===== src/rtl/shift_feeder.sv =====
// shift_feeder: parallel-to-serial feeder for a downstream right-shifting serial-in register.
// Takes one word per Load/Ready handshake, shifts it out over WIDTH cycles, pulses Done, then idles GAP cycles.
module shift_feeder #(
    parameter int WIDTH     = 4,
    parameter int GAP       = 1,
    parameter int LSB_FIRST = 1
) (
    input  logic             Ck,
    input  logic             Reset,
    input  logic [WIDTH-1:0] Din,
    input  logic             Load,
    output logic             Ready,
    output logic             Shift,
    output logic             SI,
    output logic             Done,
    output logic             Busy,
    output logic [7:0]       WordCnt
);

    localparam int            CW       = (WIDTH > 1) ? $clog2(WIDTH) : 1;
    localparam logic [CW-1:0] LAST_BIT = CW'(WIDTH - 1);
    localparam logic [3:0]    LAST_GAP = 4'((GAP > 0) ? GAP - 1 : 0);

    typedef enum logic [1:0] {
        IDLE,
        SHIFT,
        DONE,
        GAPW
    } state_t;

    state_t           state;
    logic [CW-1:0]    bit_cnt;
    logic [3:0]       gap_cnt;
    logic [WIDTH-1:0] data_buf;

    // Bit n of the serial stream, honouring the configured bit order.
    function automatic logic pick(input logic [WIDTH-1:0] w, input logic [CW-1:0] n);
        if (LSB_FIRST != 0)
            return w[n];
        return w[LAST_BIT - n];
    endfunction

    assign Ready = (state == IDLE);

    // NOTE: all state uses non-blocking assignments so every register sees pre-edge values.
    always_ff @(posedge Ck) begin
        if (Reset) begin
            state    <= IDLE;
            bit_cnt  <= '0;
            gap_cnt  <= '0;
            data_buf <= '0;
            Shift    <= 1'b0;
            SI       <= 1'b0;
            Done     <= 1'b0;
            Busy     <= 1'b0;
            WordCnt  <= 8'd0;
        end else begin
            case (state)
                IDLE: begin
                    if (Load) begin
                        // The first bit is registered here so it appears one cycle after acceptance.
                        data_buf <= Din;
                        bit_cnt  <= '0;
                        Shift    <= 1'b1;
                        SI       <= pick(Din, '0);
                        Busy     <= 1'b1;
                        state    <= SHIFT;
                    end
                end
                SHIFT: begin
                    if (bit_cnt == LAST_BIT) begin
                        Shift   <= 1'b0;
                        SI      <= 1'b0;
                        Done    <= 1'b1;
                        Busy    <= 1'b0;
                        WordCnt <= WordCnt + 8'd1;
                        state   <= DONE;
                    end else begin
                        bit_cnt <= bit_cnt + CW'(1);
                        SI      <= pick(data_buf, bit_cnt + CW'(1));
                    end
                end
                DONE: begin
                    Done    <= 1'b0;
                    gap_cnt <= '0;
                    if (GAP > 0) begin
                        Busy  <= 1'b1;
                        state <= GAPW;
                    end else begin
                        state <= IDLE;
                    end
                end
                GAPW: begin
                    if (gap_cnt == LAST_GAP) begin
                        Busy  <= 1'b0;
                        state <= IDLE;
                    end else begin
                        gap_cnt <= gap_cnt + 4'd1;
                    end
                end
                default: state <= IDLE;
            endcase
        end
    end

endmodule


===== config.mk =====
export PLATFORM = sky130hd
export DESIGN_NAME = shift_feeder
export DESIGN_NICKNAME = d
export VERILOG_FILES = /design/src/rtl/shift_feeder.sv
export SDC_FILE = /design/constraint.sdc
export NUM_CORES = 1
export LEC_CHECK = 0
export ABC_AREA = 1
export CORE_AREA = 2 2 54 56
export DETAILED_ROUTE_END_ITERATION = 7
export DIE_AREA = 0 0 56 58
export PLACE_DENSITY = 0.77
export SYNTH_ARGS = -nofsm -noshare
export SYNTH_HDL_FRONTEND = slang
export SYNTH_SLANG_ARGS = --single-unit

===== constraint.sdc =====
create_clock -name Ck -period 1.3 [get_ports Ck]
set_input_delay 0.13 -clock Ck [delete_from_list [all_inputs] [get_ports Ck]]
set_output_delay 0.13 -clock Ck [all_outputs]
set_load 0.01 [all_outputs]

### Word level (Yosys, flattened, before mapping)

Index checks and enable logic that the tools add are counted.

| operators by class | value |
|---|---|
| reductions and logical operators | 13 |
| mux-type cells | 30 |
| equality and inequality tests | 9 |
| order comparisons | 2 |
| add/sub/neg operators | 4 |

Operators by type and width:

| kind | count |
|---|---|
| 1-bit two-way mux | 15 |
| 2-bit two-way mux | 5 |
| 2-bit != test, second input constant | 5 |
| 2-bit AND reduction | 5 |
| 3-bit AND reduction | 3 |
| 8-bit by 1-bit adder with 8-bit output, second input constant | 1 |
| 2-bit case mux with 4 select lines | 1 |
| 4-bit case mux with 2 select lines | 1 |
| 2-bit equality test, second input constant | 3 |
| 2-bit by 3-bit < comparator with 1-bit output, second input constant | 2 |
| 1-bit case mux with 2 select lines | 3 |
| 2-bit nonzero test | 3 |
| 4-bit by 1-bit adder with 4-bit output, second input constant | 1 |
| 1-bit binary-select mux with 2-bit select | 2 |
| 4-bit logical NOT | 1 |
| 4-bit two-way mux | 1 |
| 1-bit case mux with 4 select lines | 1 |
| 2-bit case mux with 2 select lines | 1 |
| 2-bit by 1-bit adder with 2-bit output, second input constant | 1 |
| 2-bit by 1-bit equality test with 1-bit output, second input constant | 1 |
| 2-bit logical NOT | 1 |
| 2-bit subtractor, first input constant | 1 |

| word-level totals | value |
|---|---|
| register bits after elaboration | 24 |
| output and inout bits | 13 |

### Depth between registers and ports, before layout

Gate-level depths: netlist of the first run.

| depth | value |
|---|---|
| word-level depth | 7 |
| mapped depth | 10 |

### Worst setup path after synthesis of the first run

No wires, ideal clock.

| timing path | value |
|---|---|
| path type | register to register |
| start | register state[0] |
| end | register bit_cnt[0] |
| setup slack | -0.124 ns |
| period minus slack after synthesis | 1.424 ns |
| data arrival time | 1.301 ns |
| library setup time | 0.123 ns |
| stages on the path, launching flop included | 7 |
| cell sequence | dfxtp_1 -> inv_1 -> ha_1 -> o21ai_0 -> nor2_1 -> o21ai_0 -> a21oi_1 |

| between the ends | value |
|---|---|
| longest elaborated chain between the ends | 3 |
| elaborated cells between the ends (all ways) | 7 |

Ends and longest elaborated chain:

| item | RTL line | RTL |
|---|---|---|
| start, declared | 31 | `state_t state;` |
| start signal, assigned | 48 | `state <= IDLE;` |
| start signal, assigned | 67 | `state <= SHIFT;` |
| start signal, assigned | 77 | `state <= DONE;` |
| 2-bit logical NOT * | -- |  |
| named net Ready | 12 | `output logic Ready,` |
| 2-bit != test (no line) / 2-bit nonzero test (equally long branches) | -- |  |
| 3-bit AND reduction (no line) | -- |  |
| end signal, assigned | 79 | `bit_cnt <= bit_cnt + CW'(1);` |
| end, declared | 32 | `logic [CW-1:0] bit_cnt;` |

Mark *: on every way through the listed nets, which the timed path passes. The rest lies on a longest branch.
A chain may end at the register's enable or synchronous reset.

### Worst setup path in the final report of the first run

| timing path | value |
|---|---|
| start | register state[1] |
| end | register state[0] |

| between the ends | value |
|---|---|
| longest elaborated chain between the ends | 3 |
| elaborated cells between the ends (all ways) | 9 |

Ends and longest elaborated chain:

| item | RTL line | RTL |
|---|---|---|
| 2-bit equality test, or another cell as far along | 58 | `case (state)` |
| 2-bit != test (no line) | -- |  |
| 3-bit AND reduction (no line) | -- |  |

Several ways; a longest one is shown, not always the timed one.

==> impl_metrics.py, run 1 <==
metrics = {
    "outcome": {
        "status": "finished, violations left",
        "violations": "setup timing",
    },
    "power_and_ir_drop": {
        "clkPwrFrac_pct": 15.9,
        "power_frac_comb_pct": 46.1,
        "irDropWorstVdd_mv": 1.33,
        "internal-power_mw": 1.53,
        "p_leak_nw": 0.791,
        "power.density_mw_per_mm2": 1470,
        "p_seq_share_pct": 38.1,
        "p_total_mw": 2.48,
        "switchingPower_mw": 0.947,
        "swShare_pct": 38.2,
    },
    "route": {
        "ant_nets": 0,
        "dr.pass1.iters": 4,
        "route.detailed.drc": 0,
        "routedWlPerCell_um": 12.6,
        "drt_iter0_drc": 14,
        "vias_per_cell": 5.06,
        "vias": 1178,
        "drt_wl_total_um": 2930,
    },
    "worst_setup_path": {
        "reg2reg_depth": 8,
        "max_stage_delay_ps": 380,
        "critical_path_class": "reg -> reg",
        "slowest_stage": "dfxtp_2",
        "endpoint_kind": "flop",
        "critPathRequiredTime_ps": 1530,
        "cp_common_cell": "nand2_1",
        "arrival_ps": 1550,
        "path_cells": "inv_4 > ha_4 > nand2_1 > nand2_1 > inv_1 > nand2_2 > o21ai_1 > nor2_1",
        "ff2ff_setup_slack_ps": -20,
        "timing.rr.start": "state[1]",
        "path_max_fanout": 5,
        "start_kind": "flop",
        "worstReg2RegEnd": "state[0]",
    },
    "global_route": {
        "grt_pass1_wl_um": 4400,
        "grt_usage_pct": 17.1,
        "overflow": 0,
        "grt_antenna_before_repair": 0,
        "grt_pass1_vias": 1079,
        "grt_max_degree": 17,
    },
    "finish": {
        "n_antenna_cell": 0,
        "final_cell_mix": "inv_1 (23), nand2_1 (20), nor2_1 (20)",
        "area_delta_synth_final_pct": 45.2,
        "n_fill_cell": 240,
        "nets": 218,
        "final_common_cell": "inv_1",
        "drive_gt1_share_pct": 29.7,
        "final_util_pct": 63.3,
        "final_cells": 233,
        "multi_input_area_um2": 679,
        "register_area_um2": 497,
    },
    "cts": {
        "clock-root-buffer": "clkbuf_4",
        "clock_path_buffers": 2,
        "path_clk_slew_ps": 130,
        "cts_hold_buf": 0,
        "cts-buffers-inserted": 3,
        "cts_tree": "yes",
        "clock_latency_ps": 320,
        "ctsHtreeMaxLevel": 1,
        "cts.sinks": 24,
    },
    "flow_run": {
        "maxCapViolations": 0,
    },
    "sta": {
        "worstMarginPinSlew_ps": 217,
        "post-route-period-util_pct": 102,
        "finalHoldViolCount": 0,
        "fin_tns_setup_ps": -36.4,
        "setup_viol": 2,
        "finalClockSkew_ps": 4.76,
        "period_minus_slack_ps": 1320,
        "worst_slack_ps": -21.4,
        "fmax_mhz": 757,
        "slew_headroom_pct": 85.5,
        "drv_slew": 0,
        "rsz0062_at_grt": "true",
        "hold_slack_ps": 426,
    },
    "logic_synthesis": {
        "avgSynthCellArea_um2": 7.12,
        "syn_nets": 178,
        "synth-seq-cells": 24,
        "synthCells": 163,
        "ys_types": 19,
        "synth_area_mm2": 0.00116,
        "synth_seq_area_share_pct": 41.4,
        "ys.warnings.count": 0,
    },
    "placement": {
        "port_buffers": 19,
        "dp_cells": 224,
        "place_congestion": 0.773,
        "dp_hpwl_um": 1940,
    },
    "floorplanning": {
        "start_util_pct": 43.6,
        "dieWidth_um": 56,
        "die-area_mm2": 0.00325,
        "fp.dieH_um": 58,
        "core_area_mm2": 0.00266,
        "pin_count": 20,
        "std_cell_rows": 19,
    },
    "worst_hold_path": {
        "holdPathEnd": "data_buf[1]",
        "hp-class": "in -> reg",
        "hp-start": "Din[1]",
        "holdPathStages": 3,
    },
}
-- worst max-delay path by stage --
stage               cells after the start         end      from  slack [ps]
floorplan                               5    state[0]  state[0]           8
global placement                        8    state[0]  state[0]         -60
detailed placement                      7  bit_cnt[1]  state[0]        -140
CTS                                     3       Ready  state[0]         -40
global route                            9    state[0]  state[1]        -110
finish                                  8    state[0]  state[1]         -20
-- cells by family after synthesis --
logic type | count (synthesis) | share of synthesized area, %
adder cells (fa/ha/maj) | 8 | 8.62
buffers and inverters | 30 | 9.91
flip-flops | 24 | 41.4
AO/OA/AOI/OAI | 34 | 14.9
XOR/XNOR | 1 | 0.754
AND/OR/NAND/NOR | 66 | 24.5
-- worst max-delay path, delay by kind of cell, from the launching register on --
| kind | cells | cell delay [ps] |
|---|---|---|
| flip-flops | 1 | 380 |
| adder cells (fa/ha/maj) | 1 | 190 |
| AND/OR/NAND/NOR | 4 | 370 |
| buffers and inverters | 2 | 140 |
| AO/OA/AOI/OAI | 1 | 150 |
-- power by group through the flow --
stage          Sequential (mW)  Clock [mW]  Combinational, mW
2_1_floorplan            0.944           0              0.537
3_3_place_gp             0.920           0              0.870
3_5_place_dp             0.933           0              0.896
4_1_cts                  0.913       0.396              0.928
5_1_grt                  0.958       0.431               1.27
6_report                 0.944       0.395               1.14
-- layer usage --
layer	up-vias	global-route usage (%)	part of all wire, %
met1	538	19.9	41
met2	27	31.6	52
li1	603	-	-
met3	10	2.01	3.5
met4	0	7.48	3.3
met5	-	0	0
-- sequential cells by signal (all words and copies together) (netlist names) --
signal,flops
data_buf,4
Shift,1
bit_cnt,2
Done,1
SI,1
Busy,1
state,2
gap_cnt,4
WordCnt,8
-- stage by stage --
step | worst slack [ps] | instance area (µm²)
6_report | -21.4 | 1690
5_1_grt | -112 | 1690
4_1_cts | -39.7 | 1540
3_5_place_dp | -136 | 1490
3_3_place_gp | -55.4 | 1490
2_1_floorplan | 8.21 | 1160
-- layout make-up --
cell class              count  share of cell area, %
repair buffers             37                   19.1
multi-input cells         109                   40.3
flip-flops and latches     24                   29.5
clock buffers               4                   2.15
inverters                  28                   6.68
well taps                  31                   2.30
-- Yosys cell counts --
library cell	instances	area [µm²]
ha_1	8	100
xor2_1	1	8.76
o211ai_1	1	7.51
dfxtp_1	24	480
nand2_2	1	6.26
inv_2	1	3.75
nor2_1	23	86.3
nand2_1	24	90.1
nor3_1	2	10.0
nand3_2	1	10.0
nand3_1	10	50.1
o21ai_0	18	90.1
nor2_2	1	6.26
inv_1	27	101
a21oi_1	15	75.1
buf_2	1	5.00
nand4_1	3	18.8
clkbuf_2	1	5.00
or2_2	1	6.26
-- what timing repair did --
| action | CTS | global route |
|---|---|---|
| buffers inserted | 1 | 4 |
| setup endpoints to repair | 27 | 16 |
| cloned | 0 | 0 |
| pin swaps | 0 | 11 |
| gates resized for setup | 28 | 38 |
(Power assumes the default switching activity.)
==> inputs of run 2 (changes only) <==
--- a/config.mk
+++ b/config.mk
@@ -7,6 +7,7 @@
 export LEC_CHECK = 0
 export ABC_AREA = 1
 export CORE_AREA = 2 2 54 56
+export CTS_CLUSTER_DIAMETER = 150
 export DETAILED_ROUTE_END_ITERATION = 7
 export DIE_AREA = 0 0 56 58
 export PLACE_DENSITY = 0.77
==> results of run 2 <==
Final layout, timing and power as in run 1 (identical DEF).
